<file path="config.mk">
export PLATFORM = sky130hd
export DESIGN_NAME = uart_tx_fifo
export DESIGN_NICKNAME = d
export VERILOG_FILES = /design/src/rtl/uart_tx_fifo.sv
export SDC_FILE = /design/constraint.sdc
export NUM_CORES = 1
export LEC_CHECK = 0
export BUFFER_PORTS_ARGS = -buffer_cell sky130_fd_sc_hd__buf_4
export CORE_MARGIN = 1
export CORE_UTILIZATION = 55
export DETAILED_ROUTE_END_ITERATION = 10
export PLACE_DENSITY_LB_ADDON = 0.05
export SLEW_MARGIN = 20
export SYNTH_ARGS = -nofsm -noshare
export SYNTH_HDL_FRONTEND = slang
export SYNTH_SLANG_ARGS = --single-unit
</file>
<file path="constraint.sdc">
create_clock -name clk -period 3.6 [get_ports clk]
set_clock_uncertainty 0.05 [all_clocks]
set_input_delay 0.72 -clock clk [delete_from_list [all_inputs] [get_ports clk]]
set_output_delay 0.72 -clock clk [all_outputs]
set_load 0.05 [all_outputs]
</file>
<file path="src/rtl/uart_tx_fifo.sv">
// ============================================================================
//  Module      : uart_tx_fifo
//  Description : UART transmitter (1 start bit, 8 data bits LSB first,
//                STOP_BITS stop bits, CLKS_PER_BIT clocks per bit) fed by a
//                small byte FIFO with a valid/ready push interface.
//                Define UART_TX_PARITY_EN to insert an even-parity bit
//                between the data bits and the stop bit(s).
//  Revision    : 1.0 - initial release
// ============================================================================
`default_nettype none

module uart_tx_fifo #(
    parameter int CLKS_PER_BIT = 16,
    parameter int FIFO_DEPTH   = 4,
    parameter int STOP_BITS    = 1
) (
    input  logic                          clk,
    input  logic                          reset,
    input  logic [7:0]                    in_data,
    input  logic                          in_valid,
    output logic                          in_ready,
    output logic                          tx,
    output logic                          busy,
    output logic [$clog2(FIFO_DEPTH):0]   fifo_count
);

    localparam int c_AW = $clog2(FIFO_DEPTH);
    localparam int c_TW = $clog2(CLKS_PER_BIT * STOP_BITS) + 1;

    localparam logic [c_TW-1:0] c_BIT_LAST  = c_TW'(CLKS_PER_BIT - 1);
    localparam logic [c_TW-1:0] c_STOP_LAST = c_TW'(CLKS_PER_BIT * STOP_BITS - 1);
    localparam logic [c_TW-1:0] c_TICK_ONE  = c_TW'(1);
    localparam logic [c_AW:0]   c_FULL      = (c_AW + 1)'(FIFO_DEPTH);
    localparam logic [c_AW:0]   c_CNT_ONE   = (c_AW + 1)'(1);
    localparam logic [c_AW-1:0] c_PTR_ONE   = c_AW'(1);

    typedef enum logic [2:0] {
        S_IDLE   = 3'd0,
        S_START  = 3'd1,
        S_DATA   = 3'd2,
        S_PARITY = 3'd3,
        S_STOP   = 3'd4
    } state_t;

    state_t            r_state, w_state_nxt;
    logic [7:0]        r_mem [FIFO_DEPTH];
    logic [c_AW-1:0]   r_wr_ptr, r_rd_ptr;
    logic [c_AW:0]     r_count;
    logic [c_TW-1:0]   r_tick, w_tick_nxt;
    logic [2:0]        r_bit_cnt, w_bit_nxt;
    logic [7:0]        r_shift, w_shift_nxt;
    logic              r_tx, w_tx_nxt;
    logic              w_push, w_pop;
    logic              w_nonempty;
    logic [7:0]        w_head;
`ifdef UART_TX_PARITY_EN
    logic              r_parity, w_parity_nxt;
`endif

    assign in_ready   = (r_count != c_FULL);
    assign w_push     = in_valid && in_ready;
    assign w_nonempty = (r_count != '0);
    assign w_head     = r_mem[r_rd_ptr];
    assign tx         = r_tx;
    assign busy       = (r_state != S_IDLE);
    assign fifo_count = r_count;

    // FIFO storage: written at the write pointer on every accepted push
    always_ff @(posedge clk) begin
        if (w_push) begin
            r_mem[r_wr_ptr] <= in_data;
        end
    end

    // FIFO pointers and occupancy; push and pop together leave the count unchanged
    always_ff @(posedge clk) begin
        if (reset) begin
            r_wr_ptr <= '0;
            r_rd_ptr <= '0;
            r_count  <= '0;
        end else begin
            if (w_push) r_wr_ptr <= r_wr_ptr + c_PTR_ONE;
            if (w_pop)  r_rd_ptr <= r_rd_ptr + c_PTR_ONE;
            case ({w_push, w_pop})
                2'b10:   r_count <= r_count + c_CNT_ONE;
                2'b01:   r_count <= r_count - c_CNT_ONE;
                default: r_count <= r_count;
            endcase
        end
    end

    // Transmitter state register; tx line is registered and idles high
    always_ff @(posedge clk) begin
        if (reset) begin
            r_state   <= S_IDLE;
            r_tick    <= '0;
            r_bit_cnt <= '0;
            r_shift   <= '0;
            r_tx      <= 1'b1;
`ifdef UART_TX_PARITY_EN
            r_parity  <= 1'b0;
`endif
        end else begin
            r_state   <= w_state_nxt;
            r_tick    <= w_tick_nxt;
            r_bit_cnt <= w_bit_nxt;
            r_shift   <= w_shift_nxt;
            r_tx      <= w_tx_nxt;
`ifdef UART_TX_PARITY_EN
            r_parity  <= w_parity_nxt;
`endif
        end
    end

    // Next-state logic: bit timing, shifting, and popping the next queued byte
    always_comb begin
        w_state_nxt  = r_state;
        w_tick_nxt   = r_tick + c_TICK_ONE;
        w_bit_nxt    = r_bit_cnt;
        w_shift_nxt  = r_shift;
        w_tx_nxt     = r_tx;
        w_pop        = 1'b0;
`ifdef UART_TX_PARITY_EN
        w_parity_nxt = r_parity;
`endif
        case (r_state)
            S_IDLE: begin
                w_tick_nxt = '0;
                w_tx_nxt   = 1'b1;
                if (w_nonempty) begin
                    w_pop       = 1'b1;
                    w_shift_nxt = w_head;
`ifdef UART_TX_PARITY_EN
                    w_parity_nxt = ^w_head;
`endif
                    w_tx_nxt    = 1'b0;
                    w_bit_nxt   = '0;
                    w_state_nxt = S_START;
                end
            end
            S_START: begin
                if (r_tick == c_BIT_LAST) begin
                    w_tick_nxt  = '0;
                    w_tx_nxt    = r_shift[0];
                    w_bit_nxt   = '0;
                    w_state_nxt = S_DATA;
                end
            end
            S_DATA: begin
                if (r_tick == c_BIT_LAST) begin
                    w_tick_nxt = '0;
                    if (r_bit_cnt == 3'd7) begin
`ifdef UART_TX_PARITY_EN
                        w_tx_nxt    = r_parity;
                        w_state_nxt = S_PARITY;
`else
                        w_tx_nxt    = 1'b1;
                        w_state_nxt = S_STOP;
`endif
                    end else begin
                        w_shift_nxt = {1'b0, r_shift[7:1]};
                        w_tx_nxt    = r_shift[1];
                        w_bit_nxt   = r_bit_cnt + 3'd1;
                    end
                end
            end
`ifdef UART_TX_PARITY_EN
            S_PARITY: begin
                if (r_tick == c_BIT_LAST) begin
                    w_tick_nxt  = '0;
                    w_tx_nxt    = 1'b1;
                    w_state_nxt = S_STOP;
                end
            end
`endif
            S_STOP: begin
                if (r_tick == c_STOP_LAST) begin
                    w_tick_nxt = '0;
                    if (w_nonempty) begin
                        // back-to-back: next start bit follows the stop bit directly
                        w_pop       = 1'b1;
                        w_shift_nxt = w_head;
`ifdef UART_TX_PARITY_EN
                        w_parity_nxt = ^w_head;
`endif
                        w_tx_nxt    = 1'b0;
                        w_bit_nxt   = '0;
                        w_state_nxt = S_START;
                    end else begin
                        w_tx_nxt    = 1'b1;
                        w_state_nxt = S_IDLE;
                    end
                end
            end
            default: begin
                w_tick_nxt  = '0;
                w_tx_nxt    = 1'b1;
                w_state_nxt = S_IDLE;
            end
        endcase
    end

endmodule

`default_nettype wire
</file>
# ---- Yosys cells after proc, flatten, opt, wreduce, memory -nomap -nowiden
# Memory sizes are Yosys's and may differ from the RTL's. A register that Yosys moved wholly into a read port is not among the register bits.
# Index checks and enable logic that the tools add are counted.
dict set report op_classes {
  n_bitwise 1
  n_eq_ne 14
  add_sub_neg 6
  n_reduce_logical 13
  n_mux 32
}
# cell count
set ops {}
lappend ops {{2-to-1 mux 8 bit} 4}
lappend ops {{2-to-1 mux 3 bit} 10}
lappend ops {{case mux 3 bit (4 select lines)} 2}
lappend ops {{case mux 8 bit (3 select lines)} 1}
lappend ops {{inequality test 2 bit, second input constant} 6}
lappend ops {{2-to-1 mux 1 bit} 10}
lappend ops {{AND reduction 5 bit} 2}
lappend ops {{nonzero test 3 bit} 3}
lappend ops {{adder 3 x 1 -> 3 bit, second input constant} 2}
lappend ops {{== test 3 bit, second input constant} 2}
lappend ops {{case mux 3 bit (2 select lines)} 1}
lappend ops {{OR reduction 3 bit} 2}
lappend ops {{adder 5 x 1 -> 5 bit, second input constant} 1}
lappend ops {{== test 5 x 4 -> 1 bit, second input constant} 1}
lappend ops {{adder 2 x 1 -> 2 bit, second input constant} 2}
lappend ops {{2-to-1 mux 2 bit} 2}
lappend ops {{case mux 1 bit (4 select lines)} 1}
lappend ops {{AND reduction 4 bit} 1}
lappend ops {{nonzero test 4 bit} 1}
lappend ops {{== test 3 x 1 -> 1 bit, second input constant} 1}
lappend ops {{== test 3 x 2 -> 1 bit, second input constant} 1}
lappend ops {{logical NOT 3 bit} 1}
lappend ops {{inequality test 3 bit, second input constant} 1}
lappend ops {{AND reduction 3 bit} 1}
lappend ops {{7 further kinds} 7}
dict set report totals {
  regBits 27
  out_inout_bits 6
  memories 1
  word_cells 75
  mem_bits_rw 32
}
# name words word_bits rd rd_ports_with_merged_regs write_ports line_no
set mem_list {}
lappend mem_list {r_mem 4 8 1 1 1 46} ;# logic [7:0] r_mem [FIFO_DEPTH];

# ---- Depth between registers and ports, before layout
# Gate-level depths: netlist of the first run.
dict set report depth {
  word_depth 6
  depth_mapped 10
  depth_no_buf 10
}

# ---- Least setup slack after synthesis of the first run
# Ideal clock, no wire load.
dict set report synth_timing {
  kind {register -> register}
  start {reg r_count[0], in the netlist fifo_count[0]}
  end {reg r_count[2], in the netlist fifo_count[2]}
  synth_period_minus_slack_ns 2.816
  arrival_ns 2.695
  path_buffers 0
  path_stages_with_launch 9
  path_slack_ns 0.784
  required_time_ns 3.479
  cell_sequence {dfxtp_1 > or3b_1 > and2_1 > inv_1 > ha_1 > fa_1 > xnor2_1 > or3_1 > a21oi_1}
}
# item line_no
set synth_lines {}
lappend synth_lines {{from (decl)} 48} ;# logic [c_AW:0] r_count;
lappend synth_lines {{from (signal assigned)} 85} ;# 2'b10: r_count <= r_count + c_CNT_ONE;
lappend synth_lines {{from (signal assigned)} 86} ;# 2'b01: r_count <= r_count - c_CNT_ONE;
lappend synth_lines {{from (signal assigned)} 87} ;# default: r_count <= r_count;
lappend synth_lines {{inequality test 3 bit (*)} 60} ;# assign in_ready = (r_count != c_FULL);
lappend synth_lines {{named net in_ready} 21} ;# output logic in_ready,
lappend synth_lines {{logical AND 1 bit (*)} 61} ;# assign w_push = in_valid && in_ready;
lappend synth_lines {{== test 2 x 1 -> 1 bit / == test 2 bit (equally long branches)} 84} ;# case ({w_push, w_pop})
lappend synth_lines {{case mux 3 bit (2 select lines) / nonzero test 2 bit (equally long branches)} --}
# The timed path passes the listed nets; every way through them passes the cells marked *.
# A chain may end at the register's enable or synchronous reset.

# ---- Final worst setup path of the first run
dict set report layout_timing {
  start {reg r_tick[0]}
  end {reg r_count[2], in the netlist fifo_count[2]}
}
dict set report layout_via {
  elab_chain_len 5
}
# item line_no
set layout_lines {}
lappend layout_lines {{from (decl)} 49} ;# logic [c_TW-1:0] r_tick, w_tick_nxt;
lappend layout_lines {{from (signal assigned)} 105} ;# r_tick <= w_tick_nxt;
lappend layout_lines {{== test 5 x 4 -> 1 bit (*)} 177} ;# if (r_tick == c_STOP_LAST) begin
lappend layout_lines {{2-to-1 mux 1 bit (*)} 177}
lappend layout_lines {{case mux 1 bit (2 select lines) (*)} 126} ;# case (r_state)
lappend layout_lines {{named net w_pop} 53} ;# logic w_push, w_pop;
lappend layout_lines {{== test 2 x 1 -> 1 bit / == test 2 bit (equally long branches)} 84}
lappend layout_lines {{case mux 3 bit (2 select lines) / nonzero test 2 bit (equally long branches)} --}
# Marked as above.

==> metrics.txt, run 1 <==
row cnt=25; Final Setup Violations=0; pin count of the biggest net entering global routing=28; Final ANT Viol Nets=0; Root Driver=clkbuf_8; # clock sinks=between 60 and 70; post-DP HPWL=between 3 and 4 mm; die area=around 5300 µm²; Design Area, Final=roughly 3000 µm²; final hold vios=0; core box area=4750 µm²; GR Overflow Total=0; TritonCTS clock tree=yes; Synth Register Bits=between 60 and 70; Syn Inst Count=206; gpl congestion=about 0.74; sequential area share after synthesis=56.3%; Post-synth EDFFs=32; Worst-path clk slew=around 60 ps; Synthesized Nets=approximately 230; Max Cap Viol=0; synth unique cells=42; # hold bufs at CTS=0; Initial Util=about 58%; antenna violations before repair=0; placed cell area=between 2000 and 3000 µm²; DR iter-0 viols=110; Crit. End Element=register; Core Util, Final=roughly 63%; via count=about 1600; fin nets=about 240; final worst-path cycle share=80.2%; CTS Buffer Depth=2; Synth Cell Area=between 2000 and 3000 µm²; Fill cells=356; H-tree levels=3; most common cell after layout, fill and taps aside=edfxtp_1; Die W=between 70 and 80 µm; CTS Buf Count=9; worst hold path type=register to register; critical path type=register to register; RSZ-0062 raised after global routing=false; GRT Util Overall=a little under a fifth; Slew headroom=a little under half; Post-CTS Resized=0; Critical Path Start Type=register; setup bufs post-CTS=0; drt drc=0; CP arrival=between 3000 and 4000 ps; Routed WL=4.41 mm; commonest non-fill, non-tap cells in the layout=edfxtp_1, dfxtp_1, nor2_1, buf_4, inv_1; final worst slack=713 ps; Pleak=1.09 nW; fmax=~350 MHz; asr flop ratio synth=0%; DR vias/cell=roughly 5.5; ratio of cells with drive above 1 in the final layout=between 20% and 30%; P&R area growth vs syn=10.2%; Critical Path RT=~3800 ps; post-route minimum period=2890 ps; Clk Latency, worst-skew pair=about 320 ps; status=finished, final reports clean; setup TNS=0 ps; Port Buf Inserts=16; worst vdd ir=about 0.49 mV; Pwr Density=roughly 750 nW/µm²; pre-CTS setup slack=745 ps; first-pass detailed-route iteration total=4; Routed wire per std cell=between 10 and 15 µm; first-pass GRT wire length=approximately 7.3 mm; Avg Inst Size Synth=13.3 µm²; Slew @ Worst Pin=a little over 800 ps; Slew Limit Fails=0; worst-path fanout max=7; YS warnings=0; Main synth FF type=edfxtp_1; vias in the first global route=1571; die extent in y=72.5 µm; io pins=17; diode count=0
worst max-delay path, stage by stage, from the launching register on:
cell and delay (ps):
dfxtp_1 330, ha_1 220, and3_1 180, ha_1 260
nand2b_2 270, and3_2 270, ha_1 230, fa_1 380
xnor2_1 150, or3_1 310, a21oi_1 160
power breakdown:
part	switching [mW]	internal, mW
sequential	0.0947	0.872
clock	0.242	0.285
combinational	0.441	0.339
path summary, 6_finish.rpt:
kind                                            from                         end  slack (ps)  cells after the start
worst max-delay path            r_tick[0]$_SDFF_PP0_  fifo_count[2]$_SDFFE_PP0P_         710                     10
worst min-delay path            r_tick[0]$_SDFF_PP0_        r_tick[0]$_SDFF_PP0_         410                      1
worst max register to register  r_tick[0]$_SDFF_PP0_  fifo_count[2]$_SDFFE_PP0P_         710                     10
worst min register to register  r_tick[0]$_SDFF_PP0_        r_tick[0]$_SDFF_PP0_         410                      1
registers in the layout, summed over array words and instances, names as in the netlist, named ones only:
name        count
fifo_count      3
r_bit_cnt       3
r_mem          32
r_rd_ptr        2
r_shift         8
r_state         3
r_tick          5
r_wr_ptr        2
tx              1
per-stage QoR:
step,cells,hold WS (ps),total power [mW]
detailed placement,278,396,1.76
CTS,294,408,2.29
global route,294,432,2.40
global placement,278,379,1.73
floorplan,206,368,1.64
finish,294,411,2.27
final cells by class:
class                           instances  area (µm²)  area share (%)
Tap cell                               67        83.8            2.78
Multi-Input combinational cell        120        1040            34.6
Timing Repair Buffer                   17         128            4.23
Clock inverter                          2        8.76           0.290
Inverter                               13        48.8            1.62
Clock buffer                           14         163            5.39
Sequential cell                        61        1540            51.1
cell usage after synthesis, drive strengths merged (4+ instances only):
library cell | number | area [µm²]
edfxtp | 32 | 961
dfxtp | 29 | 581
nor2 | 18 | 67.6
inv | 13 | 48.8
a211oi | 9 | 87.6
ha | 9 | 113
buf | 8 | 77.6
mux4 | 8 | 180
nor2b | 8 | 50.1
a2111oi | 7 | 90.1
and3 | 6 | 38.8
nand2 | 6 | 22.5
xnor2 | 5 | 43.8
a21oi | 4 | 20.0
clkbuf | 4 | 25.0
mux2i | 4 | 40.0
nand2b | 4 | 27.5
o21ai | 4 | 20.0
xor2 | 4 | 35.0
layer usage:
metal | share of wire [%] | GRT usage [%] | vias to the layer above | routed length [µm]
met5 | 0 | 0 | - | 0
met4 | 1.4 | 7.84 | 0 | 63
met3 | 2.6 | 5.00 | 7 | 114
met2 | 51 | 32.7 | 28 | 2240
met1 | 45 | 22.4 | 793 | 1990
li1 | - | - | 785 | -
kinds of logic after synthesis:
logic type                 share of synthesized area, %
AOI/OAI and AO/OA                                  10.6
adders and majority gates                          4.85
and+or+nand+nor                                    11.8
buffers and inverters                              5.53
muxes                                              8.05
DFF                                                56.3
xor gates and xnor gates                           2.88
Power figures use the tool's default switching activity.
==> run 2: changes to the inputs <==
--- a/config.mk
+++ b/config.mk
@@ -5,6 +5,7 @@
 export SDC_FILE = /design/constraint.sdc
 export NUM_CORES = 1
 export LEC_CHECK = 0
+export ABC_AREA = 1
 export BUFFER_PORTS_ARGS = -buffer_cell sky130_fd_sc_hd__buf_4
 export CORE_MARGIN = 1
 export CORE_UTILIZATION = 55
==> constraint.sdc (replaced) <==
create_clock -name clk -period 2.7 [get_ports clk]
set_clock_uncertainty 0.05 [all_clocks]
set_input_delay 0.54 -clock clk [delete_from_list [all_inputs] [get_ports clk]]
set_output_delay 0.54 -clock clk [all_outputs]
set_load 0.05 [all_outputs]
==> run 2 against run 1 <==
Compared with the run above:
- global-route usage increased by 4.3 points
- critical path type unchanged
- setup slack worse by 430 ps
- highest routed layer unchanged
- clock power is 57% higher
- largest cell class unchanged
- flip-flop and latch count is the same
- synthesized cell count grew 54%
==> metrics.txt, run 2 <==
die area=5290 µm² (+0.58%); Area contributors post-synth=edfxtp_1, dfxtp_1, nor2_1; count leader, synth=nor2_1; Root Driver=clkbuf_8; Critical Path RT=2930 ps (-870 ps); commonest non-fill, non-tap cells in the layout=nor2_1, nand2_1, inv_1, edfxtp_1, dfxtp_1; ratio of cells with drive above 1 in the final layout=13.8% (-8.3 points); Pleak=1.40 nW (+28%); crit-path leading delay family=adder cells; Avg Inst Size Synth=8.66 µm² (-35%); critical path, cell by cell=ha_1, nand2_1, nor2_1, ha_1, o211ai_1, inv_1, ha_1, fa_1, a21oi_1, o21a_1, o21ai_0, a21oi_1; core box area=4750 µm² (unchanged); Internal Power=2.14 mW (+43%); Pwr Density=1120 nW/µm² (+49%); TritonCTS clock tree=yes; YS warnings=0 (unchanged); cell taking the most area after synthesis=edfxtp_1; most common cell after layout, fill and taps aside=nor2_1; Crit-path slowest cell=fa_1; critical path depth=12 (+2); Routed WL=5.09 mm (+15%); Worst Reg-to-Reg Cells=12 (+2); via count=2067 (+28%); io pins=17 (unchanged); Routed wire per std cell=12.2 µm (-18%); Slew Limit Fails=0 (unchanged); Hold Path End=r_mem[1][4]$_DFFE_PP_; vias in the first global route=2020 (+29%); Post-synth EDFFs=32 (unchanged); switching share of power=39.9% (+5.6 points); status=finished, final reports clean; crit path from=r_tick[0]$_SDFF_PP0_; first-pass detailed-route iteration total=4 (unchanged); Post-CTS Resized=0 (unchanged); worst reg2reg setup slack=280 ps (-430 ps); Logic pwr share=41.2% (+6.9 points); biggest cell delay along the critical path=400 ps (+20 ps); diode count=0 (unchanged); RSZ-0062 raised after global routing=false; GR Overflow Total=0 (unchanged); setup bufs post-CTS=0 (unchanged); drt drc=0 (unchanged); Slew headroom=71.4% (+26 points); DR iter-0 viols=113 (+2.7%); first-pass GRT wire length=8.97 mm (+22%); max reg flops=32 (unchanged); Initial Util=57.9% (+0.34 points); sequential area share after synthesis=56.0% (-0.33 points); cell repeated most along the worst path=ha_1; Crit. End Element=register; Tot Pwr=3.56 mW (+57%); critical path type=register to register; Synth top area share=34.9% (-0.21 points); DR vias/cell=4.97 (-9.4%); Final Setup Violations=0 (unchanged); H-tree levels=3 (unchanged); Clk Latency, worst-skew pair=340 ps (+20 ps); Synth Cell Area=2750 µm² (+0.59%); biggest regs=r_mem: 32 flops, r_shift: 8 flops, r_tick: 5 flops; post-route minimum period=2420 ps (-471 ps); CTS Buf Count=9 (unchanged); Critical Path Start Type=register; pin count of the biggest net entering global routing=19 (-32%); worst reg2reg startpoint=r_tick[0]$_SDFF_PP0_; fin nets=365 (+50%); Final ANT Viol Nets=0 (unchanged); Switch Pwr=1.42 mW (+83%); asr flop ratio synth=0% (unchanged); Worst-path clk slew=70 ps (about the same); min-delay src=in_data[4]; gpl congestion=0.849 (+15%); P&R area growth vs syn=15.3%; Syn Inst Count=318 (+54%); post-DP HPWL=3.39 mm (+9.7%); Clk network pwr share=23.2% (about the same); Slew @ Worst Pin=429 ps (-391 ps); CTS Buffer Depth=2 (unchanged); sequential share of power=35.6% (-6.9 points); worst hold stages=1 (unchanged); Max Cap Viol=0 (unchanged); Top reg by flops=r_mem; worst-path fanout max=5 (-2); CP arrival=2640 ps (-450 ps); worst vdd ir=0.872 mV (+77%); row cnt=25 (unchanged); die extent in y=72.7 µm (+0.29%); final worst-path cycle share=89.5% (+9.3 points); Port Buf Inserts=16 (unchanged); Die W=72.7 µm (+0.29%); # clock sinks=61 (unchanged); synth unique cells=28 (-33%); setup TNS=0 ps (unchanged); GRT Util Overall=23.2% (+4.3 points); Worst Path Buf+Inv=1 (+1); final hold vios=0 (unchanged); worst hold path type=input pin to register; Synth Register Bits=61 (unchanged); Synthesized Nets=339 (+49%); antenna violations before repair=0 (unchanged); fmax=414 MHz (+20%); Main synth FF type=edfxtp_1; R2R Path End=fifo_count[2]$_SDFFE_PP0P_; # hold bufs at CTS=0 (unchanged); synth cell count leaders=nor2_1, nand2_1, edfxtp_1, inv_1, dfxtp_1
run 2: changes by cell type after synthesis, sizes merged, moves of 10 or more:
cell   before  now
nand2       6   69
inv        13   34
a21oi       4   14
nor2       18   77
o21ai       4   22
run 2: through the flow:
step	std cells	utilization (%)	setup slack [ps]	hold WS, ps	instance area [µm²]
finish	416	66.7	284	346	3170
global placement	400	62.5	366	380	2970
detailed placement	400	62.5	314	397	2970
global route	416	66.7	9.20	322	3170
CTS	416	66.7	280	335	3170
floorplan	318	-	160	368	2760
run 2: final cells by class:
cell class,instances,area [µm²]
clock buffer,12,156
clock inverter,4,46.3
fill,420,1580
inverter,34,128
multi-input combinational,215,1040
sequential,61,1540
tap,67,83.8
timing repair buffer,23,173
run 2: worst max-delay path by stage:
stage	to	slack, ps
after floorplan	fifo_count[2]$_SDFFE_PP0P_	160
after global placement	fifo_count[2]$_SDFFE_PP0P_	370
after detailed placement	fifo_count[2]$_SDFFE_PP0P_	310
after CTS	fifo_count[2]$_SDFFE_PP0P_	280
after global routing	fifo_count[2]$_SDFFE_PP0P_	9
final	fifo_count[2]$_SDFFE_PP0P_	280
run 2: worst register-to-register path, stage by stage, from the launching register on:
cell and delay, ps:
dfxtp_1 330, ha_1 210, nand2_1 80, nor2_1 50, ha_1 220, o211ai_1 220
inv_1 100, ha_1 230, fa_1 400, a21oi_1 140, o21a_1 150, o21ai_0 70
a21oi_1 120
run 2: power by group through the flow:
| stage | sequential (mW) | combinational [mW] | clock, mW |
|---|---|---|---|
| after floorplan | 1.34 | 1.08 | 0 |
| after global placement | 1.28 | 1.43 | 0 |
| after detailed placement | 1.29 | 1.47 | 0 |
| after CTS | 1.27 | 1.48 | 0.843 |
| after global routing | 1.29 | 1.71 | 0.890 |
| final | 1.27 | 1.47 | 0.827 |
run 2: routing by layer:
layer  global-route usage, %  wire [µm]  up-vias  share of wire [%]
li1                        -          -     1070                  -
met1                    29.8       2430      946                 48
met2                    35.3       2330       42                 46
met3                    8.98        253        9                5.0
met4                    9.37         76        0                1.5
met5                       0          0        -                  0
run 2: kinds of logic after synthesis:
group | after synthesis | synth area share [%]
AND/OR/NAND/NOR | 161 | 23.7
buffers and inverters | 42 | 6.23
adder cells (fa/ha/maj) | 10 | 4.82
AO/OA/AOI/OAI | 41 | 8.32
flip-flops | 61 | 56.0
XOR/XNOR | 3 | 0.955
